[src/rtl/seg_pkg.sv]
// -----------------------------------------------------------------------------
// seg_pkg
//   Shared constants for the up/down counter display stage.
//   - SEG_BLANK / SEG_0..SEG_9 : active-high segment patterns {g,f,e,d,c,b,a}
//   - DIG_ONES / DIG_TENS      : one-hot digit enables
//   - Q_MIN / Q_MAX            : counter range end points used for wrap detection
//   - digit_sel_e              : which digit the scan is currently driving
// -----------------------------------------------------------------------------
package seg_pkg;

    localparam logic [6:0] SEG_BLANK = 7'h00;
    localparam logic [6:0] SEG_0     = 7'h3F;
    localparam logic [6:0] SEG_1     = 7'h06;
    localparam logic [6:0] SEG_2     = 7'h5B;
    localparam logic [6:0] SEG_3     = 7'h4F;
    localparam logic [6:0] SEG_4     = 7'h66;
    localparam logic [6:0] SEG_5     = 7'h6D;
    localparam logic [6:0] SEG_6     = 7'h7D;
    localparam logic [6:0] SEG_7     = 7'h07;
    localparam logic [6:0] SEG_8     = 7'h7F;
    localparam logic [6:0] SEG_9     = 7'h6F;

    localparam logic [1:0] DIG_ONES  = 2'b01;
    localparam logic [1:0] DIG_TENS  = 2'b10;

    localparam logic [3:0] Q_MIN     = 4'd0;
    localparam logic [3:0] Q_MAX     = 4'd15;

    typedef enum logic {
        SEL_ONES = 1'b0,
        SEL_TENS = 1'b1
    } digit_sel_e;

endpackage

[src/rtl/seg7_decode.sv]
// -----------------------------------------------------------------------------
// seg7_decode
//   Combinational BCD digit to seven-segment decoder.
//   Ports:
//     digit : in  [3:0] digit value; 0-9 decode normally, 10-15 blank
//     seg   : out [6:0] segment pattern {g,f,e,d,c,b,a}, active-high
// -----------------------------------------------------------------------------
module seg7_decode
    import seg_pkg::*;
(
    input  logic [3:0] digit,
    output logic [6:0] seg
);

    always_comb begin
        seg = SEG_BLANK;
        case (digit)
            4'd0:    seg = SEG_0;
            4'd1:    seg = SEG_1;
            4'd2:    seg = SEG_2;
            4'd3:    seg = SEG_3;
            4'd4:    seg = SEG_4;
            4'd5:    seg = SEG_5;
            4'd6:    seg = SEG_6;
            4'd7:    seg = SEG_7;
            4'd8:    seg = SEG_8;
            4'd9:    seg = SEG_9;
            default: seg = SEG_BLANK;
        endcase
    end

endmodule

[src/rtl/updn_seg_display.sv]
// -----------------------------------------------------------------------------
// updn_seg_display
//   Display stage for a 4-bit up/down counter. Samples Q every clock, flags
//   wrap-arounds (15->0 counting up, 0->15 counting down), keeps a signed wrap
//   tally modulo 16, and scans Q in decimal onto a two-digit multiplexed
//   seven-segment display (tens digit blanked when zero).
//   Parameters:
//     SCAN_DIV : cycles each digit stays enabled (2..255)
//   Ports:
//     CLK      : in   system clock, rising edge
//     RESET    : in   synchronous active-high reset
//     Q        : in   [3:0] counter value
//     UD       : in   counter direction, 1 = up, 0 = down
//     SEG      : out  [6:0] registered segment drive {g,f,e,d,c,b,a}
//     DIG      : out  [1:0] registered one-hot digit enable ([0]=ones,[1]=tens)
//     WRAP     : out  registered one-cycle wrap pulse
//     WRAP_CNT : out  [3:0] wrap tally, +1 up-wrap, -1 down-wrap, modulo 16
//
//   There are no handshakes: Q/UD are sampled unconditionally every cycle.
// -----------------------------------------------------------------------------
module updn_seg_display
    import seg_pkg::*;
#(
    parameter int unsigned SCAN_DIV = 4
) (
    input  logic       CLK,
    input  logic       RESET,
    input  logic [3:0] Q,
    input  logic       UD,
    output logic [6:0] SEG,
    output logic [1:0] DIG,
    output logic       WRAP,
    output logic [3:0] WRAP_CNT
);

    localparam logic [7:0] PC_LAST = 8'(SCAN_DIV - 1);

    // Direction only matters on the edge that sees the new Q, so the live UD
    // is used and no delayed copy of it is kept.
    logic [3:0]  q_smp_q,    q_smp_d;
    logic        valid_q,    valid_d;
    logic        wrap_q,     wrap_d;
    logic [3:0]  wrap_cnt_q, wrap_cnt_d;
    logic [7:0]  pc_q,       pc_d;
    digit_sel_e  sel_q,      sel_d;
    logic [6:0]  seg_q,      seg_d;
    logic [1:0]  dig_q,      dig_d;

    logic        up_wrap;
    logic        down_wrap;
    logic        tens;
    logic [3:0]  ones;
    logic [3:0]  dec_digit;
    logic [6:0]  dec_seg;

    // valid_q suppresses a false wrap against the reset value of q_smp_q.
    assign up_wrap   = valid_q && (q_smp_q == Q_MAX) && (Q == Q_MIN) &&  UD;
    assign down_wrap = valid_q && (q_smp_q == Q_MIN) && (Q == Q_MAX) && !UD;

    // Q is at most 15, so the tens digit is a single bit.
    assign tens      = (q_smp_q >= 4'd10);
    assign ones      = q_smp_q - (tens ? 4'd10 : 4'd0);
    assign dec_digit = (sel_q == SEL_TENS) ? {3'b000, tens} : ones;

    seg7_decode u_decode (
        .digit (dec_digit),
        .seg   (dec_seg)
    );

    always_comb begin
        q_smp_d    = Q;
        valid_d    = 1'b1;
        wrap_d     = up_wrap || down_wrap;
        wrap_cnt_d = wrap_cnt_q;
        if (up_wrap) begin
            wrap_cnt_d = wrap_cnt_q + 4'd1;
        end else if (down_wrap) begin
            wrap_cnt_d = wrap_cnt_q - 4'd1;
        end

        pc_d  = pc_q + 8'd1;
        sel_d = sel_q;
        if (pc_q == PC_LAST) begin
            pc_d  = 8'd0;
            sel_d = (sel_q == SEL_ONES) ? SEL_TENS : SEL_ONES;
        end

        if (sel_q == SEL_TENS) begin
            dig_d = DIG_TENS;
            seg_d = tens ? dec_seg : SEG_BLANK;  // leading-zero blanking
        end else begin
            dig_d = DIG_ONES;
            seg_d = dec_seg;
        end
    end

    always_ff @(posedge CLK) begin
        if (RESET) begin
            q_smp_q    <= 4'd0;
            valid_q    <= 1'b0;
            wrap_q     <= 1'b0;
            wrap_cnt_q <= 4'd0;
            pc_q       <= 8'd0;
            sel_q      <= SEL_ONES;
            seg_q      <= SEG_BLANK;
            dig_q      <= DIG_ONES;
        end else begin
            q_smp_q    <= q_smp_d;
            valid_q    <= valid_d;
            wrap_q     <= wrap_d;
            wrap_cnt_q <= wrap_cnt_d;
            pc_q       <= pc_d;
            sel_q      <= sel_d;
            seg_q      <= seg_d;
            dig_q      <= dig_d;
        end
    end

    assign SEG      = seg_q;
    assign DIG      = dig_q;
    assign WRAP     = wrap_q;
    assign WRAP_CNT = wrap_cnt_q;

endmodule

[config.mk]
export PLATFORM = sky130hd
export DESIGN_NAME = updn_seg_display
export DESIGN_NICKNAME = d
export VERILOG_FILES = /design/src/rtl/seg_pkg.sv /design/src/rtl/seg7_decode.sv /design/src/rtl/updn_seg_display.sv
export SDC_FILE = /design/constraint.sdc
export NUM_CORES = 1
export LEC_CHECK = 0
export CAP_MARGIN = 20
export CORE_ASPECT_RATIO = 1.4
export CORE_UTILIZATION = 50
export CTS_CLUSTER_DIAMETER = 50
export DETAILED_ROUTE_END_ITERATION = 12
export GPL_TIMING_DRIVEN = 0
export HOLD_SLACK_MARGIN = 0.08
export PLACE_DENSITY = 0.84
export SYNTH_ARGS = -nofsm -noshare
export SYNTH_HDL_FRONTEND = slang
export SYNTH_HIERARCHICAL = 1
export SYNTH_SLANG_ARGS = --single-unit
[constraint.sdc]
create_clock -name CLK -period 4.05 [get_ports CLK]
set_input_delay 0.405 -clock CLK [delete_from_list [all_inputs] [get_ports CLK]]
set_output_delay 0.405 -clock CLK [all_outputs]
set_load 0.05 [all_outputs]
==> flow_summary.yaml <==
clocking:
  clock_buffers_created_by_tritoncts: 3
  clockBufferDepth: 2
  post_cts_hold_buffer_count: 0
  cts_root_buf: "sky130_fd_sc_hd__clkbuf_4"
  cts_tree: "built"
  cts_setup_buffers: 0
  clock_pin_slew_on_the_worst_setup_and_hold_paths_ns: 0.15
  numClockSinks: 28
  cts_resized: 0
  clock_latency_ns: 0.33
  cts-htree-levels: 1
worst_setup_path:
  crit_path_frequent_cell: "sky130_fd_sc_hd__inv_1"
  crit_path_max_fanout: 6
  cp-startpoint: "q_smp_q[1]$_SDFF_PP0_"
  crit_path_end: "SEG[3]$_SDFF_PP0_"
  cp_depth: 9
  regToRegSetupSlack_ns: 1.68
  regToRegStartpoint: "q_smp_q[1]$_SDFF_PP0_"
  cp-end-kind: "flop"
  timing.critical_path.slowest_cell_delay_ns: 0.45
  arrival_ns: 2.66
  reg2reg_to: "SEG[3]$_SDFF_PP0_"
  critical_path_required_ns: 4.34
  worst_r2r_path_depth: 9
  critical_path_class: "reg -> reg"
  critical-path-slowest-cell: "sky130_fd_sc_hd__nor2_1"
  worstSetupStartpointType: "flop"
  path_cells: "o21ai_0 -> inv_1 -> ha_1 -> nor2_1 -> inv_1 -> ha_1 -> inv_1 -> o21ai_0 -> and2_1"
  wp_buf_inv: 3
  critical_path.top_delay_family: "adder cells"
yosys:
  synth_seq_cells: 28
  syn_area_per_cell_um2: 9.44
  synth_cells: 148
  syn_area_mm2: 0.00140
  synth.area.top_cells: "sky130_fd_sc_hd__dfxtp_1 (40%), sky130_fd_sc_hd__ha_1 (9.8%), sky130_fd_sc_hd__xor2_1 (4.4%), sky130_fd_sc_hd__and2_1 (4.0%), sky130_fd_sc_hd__nor2_1 (4.0%)"
  synth_fp_nets: 167
  post_synth_num_cell_types: 35
  postSynth.asyncResetShare: 0
  synth_largest_area_cell: "sky130_fd_sc_hd__dfxtp_1"
  synth_enable_flop_cells: 0
  synth.yosys.warnings: 6
  synth_largest_type_area_fraction: 0.401
  synth_seq_area_share: 0.401
  synth-main-ff-cell: "sky130_fd_sc_hd__dfxtp_1"
route:
  dr.first_iter.drc_count: 18
  detail_route.vias_per_cell: 5.34
  drt_drc_violations_left: 0
  via_count: 1110
  avgRoutedWirePerCell_um: 12.9
  firstDrtPassIters: 4
  final_ant_viol_nets: 0
  wirelength_mm: 2.68
placement:
  placement.cell_area_mm2: 0.00164
  buffers_on_ports: 20
  globalplace.congestion: 0.781
  dp_hpwl_mm: 2.05
timing:
  drv_slew: 0
  rsz_0062_raised_after_global_routing: "no"
  timing.hold.ws_ns: 0.490
  finalHoldViolations: 0
  slew_headroom: 0.613
  fin_setup_tns_ns: 0
  achievable-frequency_ghz: 0.422
  worst_slew_pin_slew_ns: 0.578
  setup_viol: 0
  layout_worst_path_cycle_share: 0.585
  period_minus_slack_ns: 2.37
  finClkSkew_ns: 0.00466
cells_and_area:
  multi_input_area_um2: 772
  num_antenna_cells: 0
  layout_commonest_cell: "sky130_fd_sc_hd__dfxtp_1"
  drive_above_1_share: 0.0988
  filler_cell_count: 228
  regArea_um2: 561
  layout.cell_area.non_filler_mm2: 0.00170
  relative_area_change_from_synthesis_to_final_layout_pct: 21.3
  final_cell_mix: "sky130_fd_sc_hd__dfxtp_1 (28), sky130_fd_sc_hd__clkdlybuf4s50_1 (20), sky130_fd_sc_hd__nor2_1 (15), sky130_fd_sc_hd__ha_1 (11), sky130_fd_sc_hd__inv_1 (10)"
  nNetsFinal: 192
floorplan:
  die_x_um: 46.7
  core-area_mm2: 0.00264
  initial_utilization: 0.529
  die_height_um: 64.6
  rows: 22
  die_area_mm2: 0.00301
  boundaryPins: 21
global_route:
  grt_max_degree: 17
  grt_remaining_overflow: 0
  met2_usage_grt: 0.391
  antenna_found_initial: 0
  grt_pass1_wl_mm: 4.62
  globalRouteTotalUtil: 0.210
  grt.busiest_layer: "met2"
  first_global_vias: 1170
  grt.met1_usage: 0.203
  global_route.usage.met3: 0.0306
pwr:
  p_per_area_mw_per_mm2: 369
  maximum_vdd_ir_drop_v: 0.000242
  power_mw: 0.626
  total_leakage_power_nw: 0.675
flow_run:
  drv_cap: 0
status:
  outcome: "finished clean"
hold_path:
  min-delay-path-class: "reg -> reg"
[flip-flops by register name, summed over array words and instances, names as in the netlist]
register and cells:
DIG 2, SEG 7, WRAP 1, WRAP_CNT 4
pc_q 8, q_smp_q 4, sel_q 1, valid_q 1
[layer usage]
layer,share of wire,up-vias
met5,0,-
met4,0.013,0
met3,0.027,4
met2,0.57,28
met1,0.39,530
li1,-,548
[synthesized netlist by cell type, types with 2 or more instances]
library cell               instances
sky130_fd_sc_hd__o21ai_0           5
sky130_fd_sc_hd__nor3_2            2
sky130_fd_sc_hd__nand2_1           4
sky130_fd_sc_hd__nor2b_1           8
sky130_fd_sc_hd__xor2_1            7
sky130_fd_sc_hd__dfxtp_1          28
sky130_fd_sc_hd__nand3_1           7
sky130_fd_sc_hd__nand4_1           4
sky130_fd_sc_hd__inv_1            10
sky130_fd_sc_hd__and2_1            9
sky130_fd_sc_hd__nor3_1            2
sky130_fd_sc_hd__and3_1            3
sky130_fd_sc_hd__nor2_1           15
sky130_fd_sc_hd__and4b_1           2
sky130_fd_sc_hd__xnor2_1           3
sky130_fd_sc_hd__a21oi_2           2
sky130_fd_sc_hd__o21ai_2           2
sky130_fd_sc_hd__and4_1            2
sky130_fd_sc_hd__clkbuf_1          2
sky130_fd_sc_hd__a21oi_1           5
sky130_fd_sc_hd__ha_1             11
sky130_fd_sc_hd__a21boi_0          2
[cell families (layout without fill, tap and decap cells)]
group | count (synthesis) | count (layout) | share of synthesized area
DFF | 28 | 28 | 0.401
AOI/OAI and AO/OA | 21 | 21 | 0.105
muxes | 2 | 2 | 0.0152
xor gates and xnor gates | 10 | 10 | 0.0627
adders and majority gates | 12 | 12 | 0.113
buffers and inverters | 14 | 38 | 0.0466
and+or+nand+nor | 61 | 61 | 0.257
[worst min path at each step]
stage                                   from            endpoint  cells past startpoint
after floorplan           pc_q[0]$_SDFF_PP0_  pc_q[0]$_SDFF_PP0_                      1
after global placement    pc_q[0]$_SDFF_PP0_  pc_q[0]$_SDFF_PP0_                      1
after detailed placement  pc_q[0]$_SDFF_PP0_  pc_q[0]$_SDFF_PP0_                      1
after CTS                 pc_q[0]$_SDFF_PP0_  pc_q[0]$_SDFF_PP0_                      1
after global routing      pc_q[0]$_SDFF_PP0_  pc_q[0]$_SDFF_PP0_                      1
final                     pc_q[0]$_SDFF_PP0_  pc_q[0]$_SDFF_PP0_                      1
[stage by stage]
step | instances | util | worst slack, ns
after global routing | 208 | 0.642 | 1.55
after global placement | 204 | 0.622 | 1.58
after floorplan | 148 | - | 2.04
after detailed placement | 204 | 0.622 | 1.52
final | 208 | 0.642 | 1.68
after CTS | 208 | 0.642 | 1.72
[area by class of cell]
type	count	share of cell area
multi-input cells	106	0.455
well taps	36	0.0266
flip-flops and latches	28	0.331
plain buffers	3	0.0111
inverters	11	0.0273
repair buffers	20	0.118
clock inverters	1	0.0177
clock buffers	3	0.0133
[power breakdown]
group / internal (mW) / leakage (nW) / switching (mW) / total [mW]
Sequential: 0.294 / 0.230 / 0.00895 / 0.302
Clock: 0.100 / 0.0279 / 0.0836 / 0.184
Combinational: 0.0536 / 0.417 / 0.0862 / 0.140
[worst reg2reg max path, delay by kind of cell (launching register included)]
kind                     cells  cell delay, ns
adder cells (fa/ha/maj)      2            0.63
AND/OR/NAND/NOR              2            0.59
AO/OA/AOI/OAI                2            0.41
flip-flops                   1            0.35
buffers and inverters        3            0.33
Power figures use the tool's default switching activity.
==> edit 1: new RTL, same settings <==
Put one more register stage on the output `SEG`. The value now appears one clock later. The other outputs are not delayed to match. Comments in the files are not updated.
--- a/src/rtl/updn_seg_display.sv
+++ b/src/rtl/updn_seg_display.sv
@@ -118,3 +118,5 @@
 
-    assign SEG      = seg_q;
+    always_ff @(posedge CLK) begin
+        SEG <= seg_q;
+    end
     assign DIG      = dig_q;
Behaviour: not the same (Yosys sat finds a counterexample within 4 cycles, from zero or initial values and one cycle with RESET high).
==> edit 1 against the original RTL <==
Global-route usage shrank 1.8 points. Routed wire length shrank 0.48%. Worst setup slack improved by 0.050 ns. Sequential cell count up 7. Sequential power is 27% higher. Area after synthesis is 9.8% higher. Cell area is 10% higher. Fmax up 2.1%. Total power rose by 22%.
==> edit 1: results (changes against the original RTL) <==
Place
  • Placed Area: 0.00178 mm^2 (+8.5%)
  • Placed cell count: 212 (+3.9%)
  • Global placer's final weighted congestion: 0.786 (+0.65%)
  • DP HPWL: 2110 um (+2.9%)

Hold path
  • Hold path start: seg_q[4]$_SDFF_PP0_
  • Hold path endpoint: SEG[4]$_DFF_P_
  • Hold Path Stages: 0 (-1)

Routing
  • DRT Wirelength: 2670 um (-0.48%)
  • Wire per inst: 12.1 um (-5.9%)
  • Total number of vias: 1143 (+3.0%)

STA
  • Worst hold slack: 0.327 ns (-0.163 ns)
  • Max Clock Skew: 0.00433 ns (-0.000335 ns)
  • Slew headroom: 0.649 (+0.0357)

Pwr
  • Leak pwr: 0.000755 uW (+12%)
  • Clk pwr: 239 uW (+30%)
  • Sequential fraction of design power: 0.503 (+0.020)
  • Switching power: 215 uW (+20%)

Synthesis
  • XOR/XNOR Fraction of Synth Area: 0.0570 (-0.00562)
  • Post-synthesis mux area share: 0.0139 (-0.00136)
  • Post-synthesis sequential area ratio: 0.456 (+0.0553)
  • Distinct cells, synth: 36 (+2.9%)
  • Synth top cells by count: dfxtp_1, nor2_1, ha_1

Clock network
  • Clock root buffer: clkbuf_8

Layout
  • Clkbuf count: 6 (+3)
  • Layout non-clock buf frac: 0.117 (-0.0119)
  • Storage cell area: 701 um^2 (+25%)
  • Multi-input gate share of the layout cell area: 0.412 (-0.0432)

Setup path
  • WP data arrival: 2.50 ns (-0.16 ns)
  • R2R depth: 8 (-1)
  • Reg2reg end: seg_q[4]$_SDFF_PP0_

Floorplan
  • N_taps: 37 (+2.8%)

Run status
  • Status: finished, final reports clean

GRT
  • Largest net degree at the start of global routing: 12 (-5)
edit 1: cell count changes in the layout (fill, tap and decap cells not counted), sizes merged:
| cell | before | now |
|---|---|---|
| buf | 1 | 2 |
| bufinv | 1 | 0 |
| clkbuf | 5 | 7 |
| clkinv | 0 | 1 |
| clkinvlp | 0 | 1 |
| dfxtp | 28 | 35 |
| nand2 | 4 | 5 |
| nor2b | 9 | 8 |
edit 1: per-layer routing:
| metal | part of all wire | GRT usage | routed length, um | up-vias |
|---|---|---|---|---|
| met5 | 0 | 0 | 0 | - |
| met4 | 0.030 | 0.114 | 81 | 0 |
| met3 | 0.033 | 0.0608 | 89 | 6 |
| met2 | 0.55 | 0.366 | 1470 | 17 |
| met1 | 0.39 | 0.178 | 1030 | 547 |
| li1 | - | - | - | 573 |
edit 1: critical path, stage by stage (launching register included):
cell     delay (ns)
dfxtp_1        0.33
o21ai_0        0.24
inv_1          0.10
ha_1           0.29
nor2_1         0.42
inv_1          0.18
ha_1           0.26
a22o_1         0.25
and2_1         0.14
==> edit 2: new RTL, same settings <==
Without the edit above. Set the package constant `Q_MAX` to 4'd14 (it was 4'd15).
--- a/src/rtl/seg_pkg.sv
+++ b/src/rtl/seg_pkg.sv
@@ -26,3 +26,3 @@
     localparam logic [3:0] Q_MIN     = 4'd0;
-    localparam logic [3:0] Q_MAX     = 4'd15;
+    localparam logic [3:0] Q_MAX     = 4'd14;
 
Behaviour: not the same (a bounded check fails within 4 cycles, from zero or initial values and one cycle with RESET high).
==> edit 2 against the original RTL <==
Fmax down 2.4%. Cell area down 5.4%. Via count down 13%. Sequential cell count unchanged. Critical endpoint is now WRAP_CNT[3]$_SDFFE_PP0P_. Total power down 1.1%. Count of clock-buffer cells in the layout unchanged. Area after synthesis down 6.4%. Routed wire length down 16%. Worst setup slack worse by 0.059 ns.
==> edit 2: results (changes against the original RTL) <==
Run status
  • Status: finished, final reports clean

Synthesis
  • Distinct cells, synth: 32 (-8.6%)
  • Post-Synth Adder-Cell Area: 0.120 (+0.00766)
  • Total nets after synthesis: 157 (-6.0%)
  • Cells after synthesis: 138 (-6.8%)
  • Post-synthesis mux area share: 0.0325 (+0.0173)
  • Yosys warning count: 6 (unchanged)
  • Synth top cells by count: dfxtp_1, nor2_1, ha_1
  • XOR/XNOR Fraction of Synth Area: 0.0736 (+0.0109)
  • Ys flop type: dfxtp_1
  • Compound-Gate Fraction of Synth Area: 0.0908 (-0.0139)
  • Post-synthesis sequential area ratio: 0.428 (+0.0272)
  • Ranking of synthesized cells by area: dfxtp_1, ha_1, xor2_1, nor2_1, and2_1

Place
  • Placed Area: 0.00155 mm^2 (-5.6%)
  • Placed cell count: 192 (-5.9%)
  • Pre-CTS setup slack: 1.26 ns (-0.259 ns)
  • DP HPWL: 1820 um (-12%)
  • Global placer's final weighted congestion: 0.737 (-5.6%)

Routing
  • Wire per inst: 11.5 um (-11%)
  • Total number of vias: 967 (-13%)
  • Initial DRC Count: 11 (-7)

Run
  • Number of max-cap violations: 0 (unchanged)

GRT
  • Total global-route track usage: 0.182 (-0.0277)
  • Global-route wire length before repair: 3920 um (-15%)
  • Vias in the first global route: 996 (-15%)
  • Largest net degree at the start of global routing: 17 (unchanged)
  • Grt total ovfl: 0 (unchanged)
  • Initial antenna violation count: 0 (unchanged)

Setup path
  • Reg2Reg Setup Slack: 1.78 ns (+0.10 ns)
  • WP data arrival: 2.67 ns (about the same)
  • Worst-path maximum fanout: 3 (-3)

Layout
  • Finished Layout Cells: 196 (-5.8%)
  • FILL cells: 207 (-9.2%)
  • Fin nets: 182 (-5.2%)
  • Share of cells above drive strength 1: 0.0864 (-0.0124)
  • Ant diodes: 0 (unchanged)
  • Multi-input logic area: 703 um^2 (-8.9%)
  • Max reg flops: 8 (unchanged)

Clock network
  • CTS Buf Count: 3 (unchanged)
  • Clock latency on the worst-skew pair: between 0.3 and 0.4 ns
  • Clock Tree Buf Depth: 2 (unchanged)

STA
  • Worst hold slack: 0.495 ns (+0.00596 ns)
  • Max Clock Skew: 0.00153 ns (-0.00313 ns)
  • Fmax: 412 MHz (-2.4%)
  • Slew @ Worst Pin: 0.518 ns (-0.0596 ns)

Pwr
  • Leak pwr: 0.000678 uW (+0.36%)
  • VDD IR-drop max: 0.242 mV (about the same)
[edit 2: power by group]
| part | switching, uW | leakage, uW | internal, uW | total [uW] |
|---|---|---|---|---|
| clock | 80.2 | 0.0000279 | 100 | 180 |
| sequential | 8.47 | 0.000230 | 293 | 302 |
| combinational | 83.6 | 0.000420 | 53.4 | 137 |
[edit 2: worst paths after layout]
kind | startpoint | to | cells past startpoint
worst max-delay path | Q[1] | WRAP_CNT[3]$_SDFFE_PP0P_ | 9
worst min-delay path | pc_q[0]$_SDFF_PP0_ | pc_q[0]$_SDFF_PP0_ | 1
worst max register to register | q_smp_q[2]$_SDFF_PP0_ | SEG[4]$_SDFF_PP0_ | 8
worst min register to register | pc_q[0]$_SDFF_PP0_ | pc_q[0]$_SDFF_PP0_ | 1
[edit 2: final cells by class]
cell class | instances | share of cell area
multi-input combinational | 98 | 0.438
sequential | 28 | 0.349
timing repair buffer | 20 | 0.125
tap | 34 | 0.0265
inverter | 10 | 0.0234
clock inverter | 1 | 0.0187
clock buffer | 3 | 0.0140
buffer | 2 | 0.00468
[edit 2: per-layer routing]
metal,up-vias,GRT usage,share of wire
met4,0,0.0985,0.019
met3,4,0.0116,0.017
met5,-,0,0
met1,453,0.178,0.41
li1,500,-,-
met2,10,0.348,0.56
[edit 2: worst max-delay path, cell delays in order]
cell and delay, ns:
clkdlybuf4s50_1 0.44, nand3b_1 0.19, nor4_2 0.23, nand2_1 0.17
ha_1 0.31, a21o_1 0.18, a21oi_1 0.14, mux2_2 0.36
a31o_2 0.23
